File: config.mk
export PLATFORM = sky130hd
export DESIGN_NAME = lcd_bus_receiver
export DESIGN_NICKNAME = d
export VERILOG_FILES = /design/src/rtl/lcd_rx_pkg.sv /design/src/rtl/lcd_ddram.sv /design/src/rtl/lcd_bus_receiver.sv
export SDC_FILE = /design/constraint.sdc
export NUM_CORES = 1
export LEC_CHECK = 0
export CAP_MARGIN = 40
export CORE_MARGIN = 3
export CORE_UTILIZATION = 47
export DETAILED_ROUTE_END_ITERATION = 6
export PLACE_DENSITY_LB_ADDON = 0.25
export SYNTH_ARGS = -nofsm -noshare
export SYNTH_HDL_FRONTEND = slang
export SYNTH_SLANG_ARGS = --single-unit
File: constraint.sdc
create_clock -name clk -period 4.4 [get_ports clk]
set_input_delay 0.88 -clock clk [delete_from_list [all_inputs] [get_ports clk]]
set_output_delay 0.88 -clock clk [all_outputs]
set_load 0.03 [all_outputs]
File: src/rtl/lcd_rx_pkg.sv
// lcd_rx_pkg: shared types, constants and decode helpers for the LCD bus receiver.
package lcd_rx_pkg;
    typedef enum logic [1:0] {IDLE, CLEAR, BUSY} lcd_rx_state_t;
    typedef enum logic [3:0] {
        INS_NONE, INS_CLEAR, INS_HOME, INS_ENTRY, INS_DISPLAY,
        INS_SHIFT, INS_FUNCTION, INS_CGRAM, INS_DDRAM
    } lcd_instr_t;
    localparam logic [7:0] LCD_SPACE   = 8'h20;
    localparam logic [6:0] ROW1_BASE   = 7'h40;
    localparam int         DDRAM_DEPTH = 32;
    function automatic lcd_instr_t instr_class(input logic [7:0] d);
        if (d[7]) return INS_DDRAM;
        if (d[6]) return INS_CGRAM;
        if (d[5]) return INS_FUNCTION;
        if (d[4]) return INS_SHIFT;
        if (d[3]) return INS_DISPLAY;
        if (d[2]) return INS_ENTRY;
        if (d[1]) return INS_HOME;
        if (d[0]) return INS_CLEAR;
        return INS_NONE;
    endfunction
    // Row select comes from A[6]; anything in A[5:4] lies outside the visible 2x16 window.
    function automatic logic [4:0] ddram_index(input logic [6:0] a);
        return {a[6], a[3:0]};
    endfunction
    function automatic logic ddram_addr_bad(input logic [6:0] a);
        return (a & ~ROW1_BASE) > 7'h0F;
    endfunction
endpackage

File: src/rtl/lcd_ddram.sv
// lcd_ddram: 32x8 display RAM, async reset to spaces, one write port, combinational read.
module lcd_ddram
    import lcd_rx_pkg::*;
(
    input  logic       clk,
    input  logic       resetn,
    input  logic       we,
    input  logic [4:0] waddr,
    input  logic [7:0] wdata,
    input  logic [4:0] raddr,
    output logic [7:0] rdata
);
    logic [7:0] mem [DDRAM_DEPTH];

    always_ff @(posedge clk or negedge resetn) begin
        if (!resetn) begin
            for (int i = 0; i < DDRAM_DEPTH; i++) mem[i] <= LCD_SPACE;
        end else if (we) begin
            mem[waddr] <= wdata;
        end
    end

    assign rdata = mem[raddr];
endmodule

File: src/rtl/lcd_bus_receiver.sv
// lcd_bus_receiver: HD44780-style write-bus decoder into a 32-char display RAM.
// Define LCD_BUSY_CHECK_EN to add the post-instruction BUSY window and busy-violation flagging.
module lcd_bus_receiver
    import lcd_rx_pkg::*;
#(
    parameter int EXEC_CYCLES = 4
) (
    input  logic        clk,
    input  logic        resetn,
    input  logic        lcd_e,
    input  logic        lcd_rs,
    input  logic        lcd_rw,
    input  logic [7:0]  lcd_data,
    input  logic [4:0]  rd_addr,
    output logic [7:0]  rd_data,
    output logic [4:0]  cursor,
    output logic        display_on,
    output logic        two_line,
    output logic        busy,
    output logic        proto_err,
    output logic [15:0] wr_count
);
`ifdef LCD_BUSY_CHECK_EN
    localparam bit BUSY_CHECK = 1'b1;
`else
    localparam bit BUSY_CHECK = 1'b0;
`endif
    localparam int CNT_W = $clog2(EXEC_CYCLES + 1);

    lcd_rx_state_t state;
    logic          e_q, rs_q, rw_q;
    logic [7:0]    data_q;
    logic          inc_mode;
    logic [4:0]    clr_idx;
    logic [CNT_W-1:0] cnt;
    logic          fall, data_wr, clearing;
    lcd_instr_t    ins;
    logic [4:0]    cur_step;

    assign fall     = e_q & ~lcd_e;
    assign clearing = state == CLEAR;
    assign data_wr  = fall & (state == IDLE) & ~rw_q & rs_q;
    assign ins      = rs_q ? INS_NONE : instr_class(data_q);
    assign cur_step = inc_mode ? cursor + 5'd1 : cursor - 5'd1;

    // The clear sweep owns the write port; bus data writes cannot occur outside IDLE.
    lcd_ddram u_ddram (
        .clk   (clk),
        .resetn(resetn),
        .we    (clearing | data_wr),
        .waddr (clearing ? clr_idx : cursor),
        .wdata (clearing ? LCD_SPACE : data_q),
        .raddr (rd_addr),
        .rdata (rd_data)
    );

    always_ff @(posedge clk or negedge resetn) begin
        if (!resetn) begin
            state      <= IDLE;
            e_q        <= 1'b0;
            rs_q       <= 1'b0;
            rw_q       <= 1'b0;
            data_q     <= 8'h00;
            cursor     <= 5'd0;
            inc_mode   <= 1'b1;
            clr_idx    <= 5'd0;
            cnt        <= '0;
            display_on <= 1'b0;
            two_line   <= 1'b0;
            busy       <= 1'b0;
            proto_err  <= 1'b0;
            wr_count   <= 16'h0000;
        end else begin
            e_q <= lcd_e;
            if (lcd_e) begin
                rs_q   <= lcd_rs;
                rw_q   <= lcd_rw;
                data_q <= lcd_data;
            end
            case (state)
                IDLE: if (fall) begin
                    if (rw_q) begin
                        proto_err <= 1'b1;
                    end else if (rs_q) begin
                        wr_count <= wr_count + 16'd1;
                        cursor   <= cur_step;
                    end else begin
                        case (ins)
                            INS_CLEAR: begin
                                state    <= CLEAR;
                                busy     <= 1'b1;
                                cursor   <= 5'd0;
                                inc_mode <= 1'b1;
                                clr_idx  <= 5'd0;
                            end
                            INS_HOME:     cursor     <= 5'd0;
                            INS_ENTRY:    inc_mode   <= data_q[1];
                            INS_DISPLAY:  display_on <= data_q[2];
                            INS_SHIFT:    if (!data_q[3]) cursor <= data_q[2] ? cursor + 5'd1 : cursor - 5'd1;
                            INS_FUNCTION: two_line   <= data_q[3];
                            INS_DDRAM: begin
                                cursor <= ddram_index(data_q[6:0]);
                                if (ddram_addr_bad(data_q[6:0])) proto_err <= 1'b1;
                            end
                            default: ;
                        endcase
                    end
                    if (BUSY_CHECK && !rw_q && (rs_q || ins != INS_CLEAR)) begin
                        state <= BUSY;
                        busy  <= 1'b1;
                        cnt   <= CNT_W'(EXEC_CYCLES - 1);
                    end
                end
                CLEAR: begin
                    clr_idx <= clr_idx + 5'd1;
                    if (clr_idx == 5'd31) begin
                        state <= IDLE;
                        busy  <= 1'b0;
                    end
                    if (BUSY_CHECK && fall) proto_err <= 1'b1;
                end
                BUSY: begin
                    if (cnt == '0) begin
                        state <= IDLE;
                        busy  <= 1'b0;
                    end else begin
                        cnt <= cnt - 1'b1;
                    end
                    if (BUSY_CHECK && fall) proto_err <= 1'b1;
                end
                default: state <= IDLE;
            endcase
        end
    end
endmodule
==> results.rst <==
.. list-table::
   :header-rows: 1

   * - Metric
     - Value
   * - Outcome
     - finished, final reports clean
   * - Number of filler instances in the final layout
     - 2,396
   * - Critical path cell sequence
     - buf_4, buf_12, mux4_2, mux4_2, mux2_2, buf_4
   * - Min Clock Period, post-route
     - 3.87 ns
   * - I/O pin cnt
     - 51
   * - Number of warnings reported in the yosys synthesis log
     - 0
   * - Worst Setup End Kind
     - output pin
   * - Worst Setup Path Type
     - primary input to output pin
   * - Number of distinct library cells after synthesis
     - 55
   * - Max VDD drop
     - between 0.3 and 0.4 mV
   * - CP required
     - 3.52 ns
   * - Number of nets in the finished design
     - 987
   * - First-pass GRT wire length
     - about 51 mm
   * - Launching element type of the critical path
     - primary input
   * - Final worst path period share
     - 87.9%
   * - TritonCTS buffer count
     - 31
   * - Max-slew violation count
     - 0
   * - Maximum clock frequency
     - 259 MHz
   * - Avg Inst Size Synth
     - 15.3 um^2
   * - Max_cap viols
     - 0
   * - Syn-to-layout area delta
     - 15.0%
   * - Post-synth EDFFs
     - 0
   * - Number of setup violations in the final report
     - 0
   * - Number of vias in the routed layout
     - 8,193
   * - Delay of the slowest critical-path stage
     - 0.55 ns
   * - Cell Rows
     - 62
   * - Routability cong.
     - 0.821
   * - Count of antenna-violating nets left after detailed routing
     - 0
   * - Clock Sink Count
     - 298
   * - Number of setup buffers added after CTS
     - 0
   * - Post-synthesis instance area
     - 14,100 um^2
   * - Area of the core region
     - 29,200 um^2
   * - Maximum buffer depth of the clock tree
     - 3
   * - Arrival time at the worst endpoint
     - 2.99 ns
   * - Detail-routed net length per standard cell
     - 23.8 um
   * - Root Buffer
     - clkbuf_16
   * - Via count of the first global-routing pass
     - 8,414
   * - Yosys top cell by area
     - dfrtp_1
   * - Number of synthesized register bits
     - 298
   * - Diodes inserted
     - 0
   * - Setup repair after global routing missed its margin
     - no
   * - Area of all sequential standard cells
     - 7500 um^2
   * - Clock tree from TritonCTS
     - done
   * - Register-to-Register Path Depth
     - 5
   * - Fraction of registers with async set/reset
     - 100%
   * - Post-Route WL
     - 32.7 mm
   * - Vias per cell
     - 5.97
   * - Power density of the placed cells
     - roughly 450 nW/um^2
   * - Die Span X
     - 179 um
   * - Total routing resource utilization after global routing
     - 20.8%
   * - Slowest cell on crit path
     - mux4_2
   * - Worst hold margin
     - 0.340 ns
   * - Worst setup skew after layout
     - 0.0181 ns
   * - Most used DFF post-synth
     - dfrtp_1
   * - Destination of the worst register-to-register timing path
     - u_ddram.mem[70]
   * - Final Hold Vio Count
     - 0
   * - H-tree depth
     - 1
   * - Worst-skew pair later-pin latency
     - 0.58 ns
   * - Highest fanout seen on the critical path
     - 33
   * - Syn Inst Count
     - ~920
   * - # hold bufs at CTS
     - 0
   * - Post-synth top area share
     - 47.0%
   * - Worst setup slack for register-to-register paths
     - 1.39 ns
   * - Die Span Y
     - roughly 180 um
   * - Largest net degree at the start of global routing
     - 102
   * - Final HPWL from detailed placement
     - 20.6 mm
   * - Area used by multi-input combinational logic
     - 6330 um^2
   * - Leakage power
     - 7.29 nW
   * - DR DRC count
     - 0
   * - Initial antenna violation count
     - 0
   * - Clock edge transition at the registers on the reported setup and hold paths
     - 0.06 ns
   * - Final total negative setup slack
     - 0 ns
   * - Worst Max-Slew Pin Slew
     - around 0.83 ns
   * - Leading post-synthesis cells by cell area
     - dfrtp_1 (47%), mux2_2 (22%), mux4_2 (13%), dfstp_2 (6.1%), nor2_2 (1.2%)
   * - Starting utilization of the core area
     - 48.4%
   * - Fraction of layout instances using a drive strength above 1
     - 53.0%
   * - CTS-repair resized insts
     - 0
   * - # port buffers
     - 50
   * - Total gr overflow
     - 0
   * - Net Count, Synth
     - around 950
   * - Count of TritonRoute iterations in the first routing pass
     - 5
   * - Number of violations reported at the end of detailed-routing iteration 0
     - between 500 and 600
   * - Sequential share of the synthesized area
     - 53.1%
   * - Area of the die
     - 32,200 um^2
   * - Relative slew slack
     - 44.5%
   * - Beginning of the worst register-to-register path
     - busy
   * - Class of the tightest hold or removal check
     - primary input to async pin
routing by layer:
| layer | share of wire (%) | GRT usage [%] | vias to the layer above |
|---|---|---|---|
| met2 | 47 | 33.0 | 191 |
| met5 | 0 | 0 | - |
| met3 | 5.1 | 2.99 | 39 |
| li1 | - | - | 3546 |
| met1 | 46 | 31.2 | 4417 |
| met4 | 1.4 | 3.93 | 0 |
synthesized netlist by cell type (2+ instances only):
library cell / number
clkbuf_1: 35
nor2_1: 9
o21ai_1: 6
ha_1: 5
buf_4: 6
buf_2: 12
buf_1: 8
o21ai_0: 7
nand3b_1: 2
o21bai_1: 2
and3b_1: 5
a22oi_1: 2
or3b_2: 2
and3_1: 3
nand2b_1: 5
mux2_2: 280
xor2_1: 4
or3_1: 2
nand3_1: 8
nor3b_1: 5
nand4_1: 6
dfstp_2: 33
nor2b_1: 11
o211ai_1: 4
a22o_1: 6
o22ai_2: 2
a41oi_2: 2
nor2_2: 26
o31ai_1: 3
a21oi_1: 8
nand2_1: 13
or2_2: 3
mux2i_1: 5
dfrtp_1: 265
inv_1: 8
mux4_2: 80
xnor2_1: 14
nor3_1: 9
metrics by stage:
stage	cell area (um^2)	utilization (%)	cells	setup slack, ns	total power [mW]
3_5_place_dp	15100	51.7	1315	0.502	4.36
2_1_floorplan	14100	-	923	0.861	3.96
4_1_cts	16200	55.7	1373	0.499	7.32
3_3_place_gp	15000	51.5	1311	0.522	4.33
5_1_grt	16200	55.7	1373	0.437	7.54
6_report	16200	55.7	1373	0.534	7.26
how the worst max path moves through the flow:
stage / cells past startpoint / from / end / slack, ns
global placement: 6 / rd_addr[1] / rd_data[6] / 0.52
CTS: 6 / rd_addr[1] / rd_data[6] / 0.50
global route: 6 / rd_addr[1] / rd_data[6] / 0.44
finish: 6 / rd_addr[1] / rd_data[6] / 0.53
detailed placement: 6 / rd_addr[1] / rd_data[6] / 0.50
floorplan: 5 / rd_addr[2] / rd_data[0] / 0.86
cells in the final DEF (no fill, tap or decap), types with 5 or more instances in the layout:
cell             count
clkbuf_8             6
buf_12               6
nand4_1              6
mux2i_1              5
clkdlybuf4s50_1     39
nor2_1               9
dfstp_2             33
nand3_1              8
nor3b_1              5
o21ai_0              7
nor2_2              26
nor3_1               9
o21ai_1              6
xnor2_1             14
clkbuf_16           31
dfrtp_1            265
inv_1                8
nand2b_1             5
bufinv_16            7
mux2_2             280
clkbuf_1             5
nand2_1             13
ha_1                 5
nor2b_2              7
clkinv_2             5
buf_4               19
a22o_1               6
a21oi_1              8
mux4_2              80
and3b_1              5
worst max-delay path, delay by kind of cell:
family / cells / cell delay [ns]
multiplexers: 3 / 1.35
buffers and inverters: 3 / 0.72
kinds of logic (layout without fill, tap and decap cells):
logic type               Yosys count  in the layout  share of synthesized area [%]
AND/OR/NAND/NOR                  120            120                           5.28
AO/OA/AOI/OAI                     47             47                           2.42
multiplexers                     365            365                           35.4
XOR/XNOR                          18             18                           1.12
flip-flops                       298            298                           53.1
adder cells (fa/ha/maj)            5              5                          0.443
buffers and inverters             70            136                           2.18
registers in the layout, indices dropped and copies added, names as in the netlist, 5 cells and up:
name / cells
u_ddram.mem: 256
clr_idx: 5
cursor: 5
wr_count: 16
data_q: 8
layout make-up:
cell class | instances | area share, %
clock buffer | 42 | 5.40
clock inverter | 16 | 1.73
inverter | 8 | 0.185
multi-input combinational | 555 | 39.0
sequential | 298 | 46.2
tap | 384 | 2.96
timing repair buffer | 70 | 4.59
power breakdown:
part | switching [mW] | internal, mW | total (mW)
Sequential | 0.224 | 3.01 | 3.23
Clock | 1.13 | 1.81 | 2.94
Combinational | 0.553 | 0.532 | 1.08
Total | 1.90 | 5.35 | 7.26
Note: power is estimated with default switching activity, not from simulation.
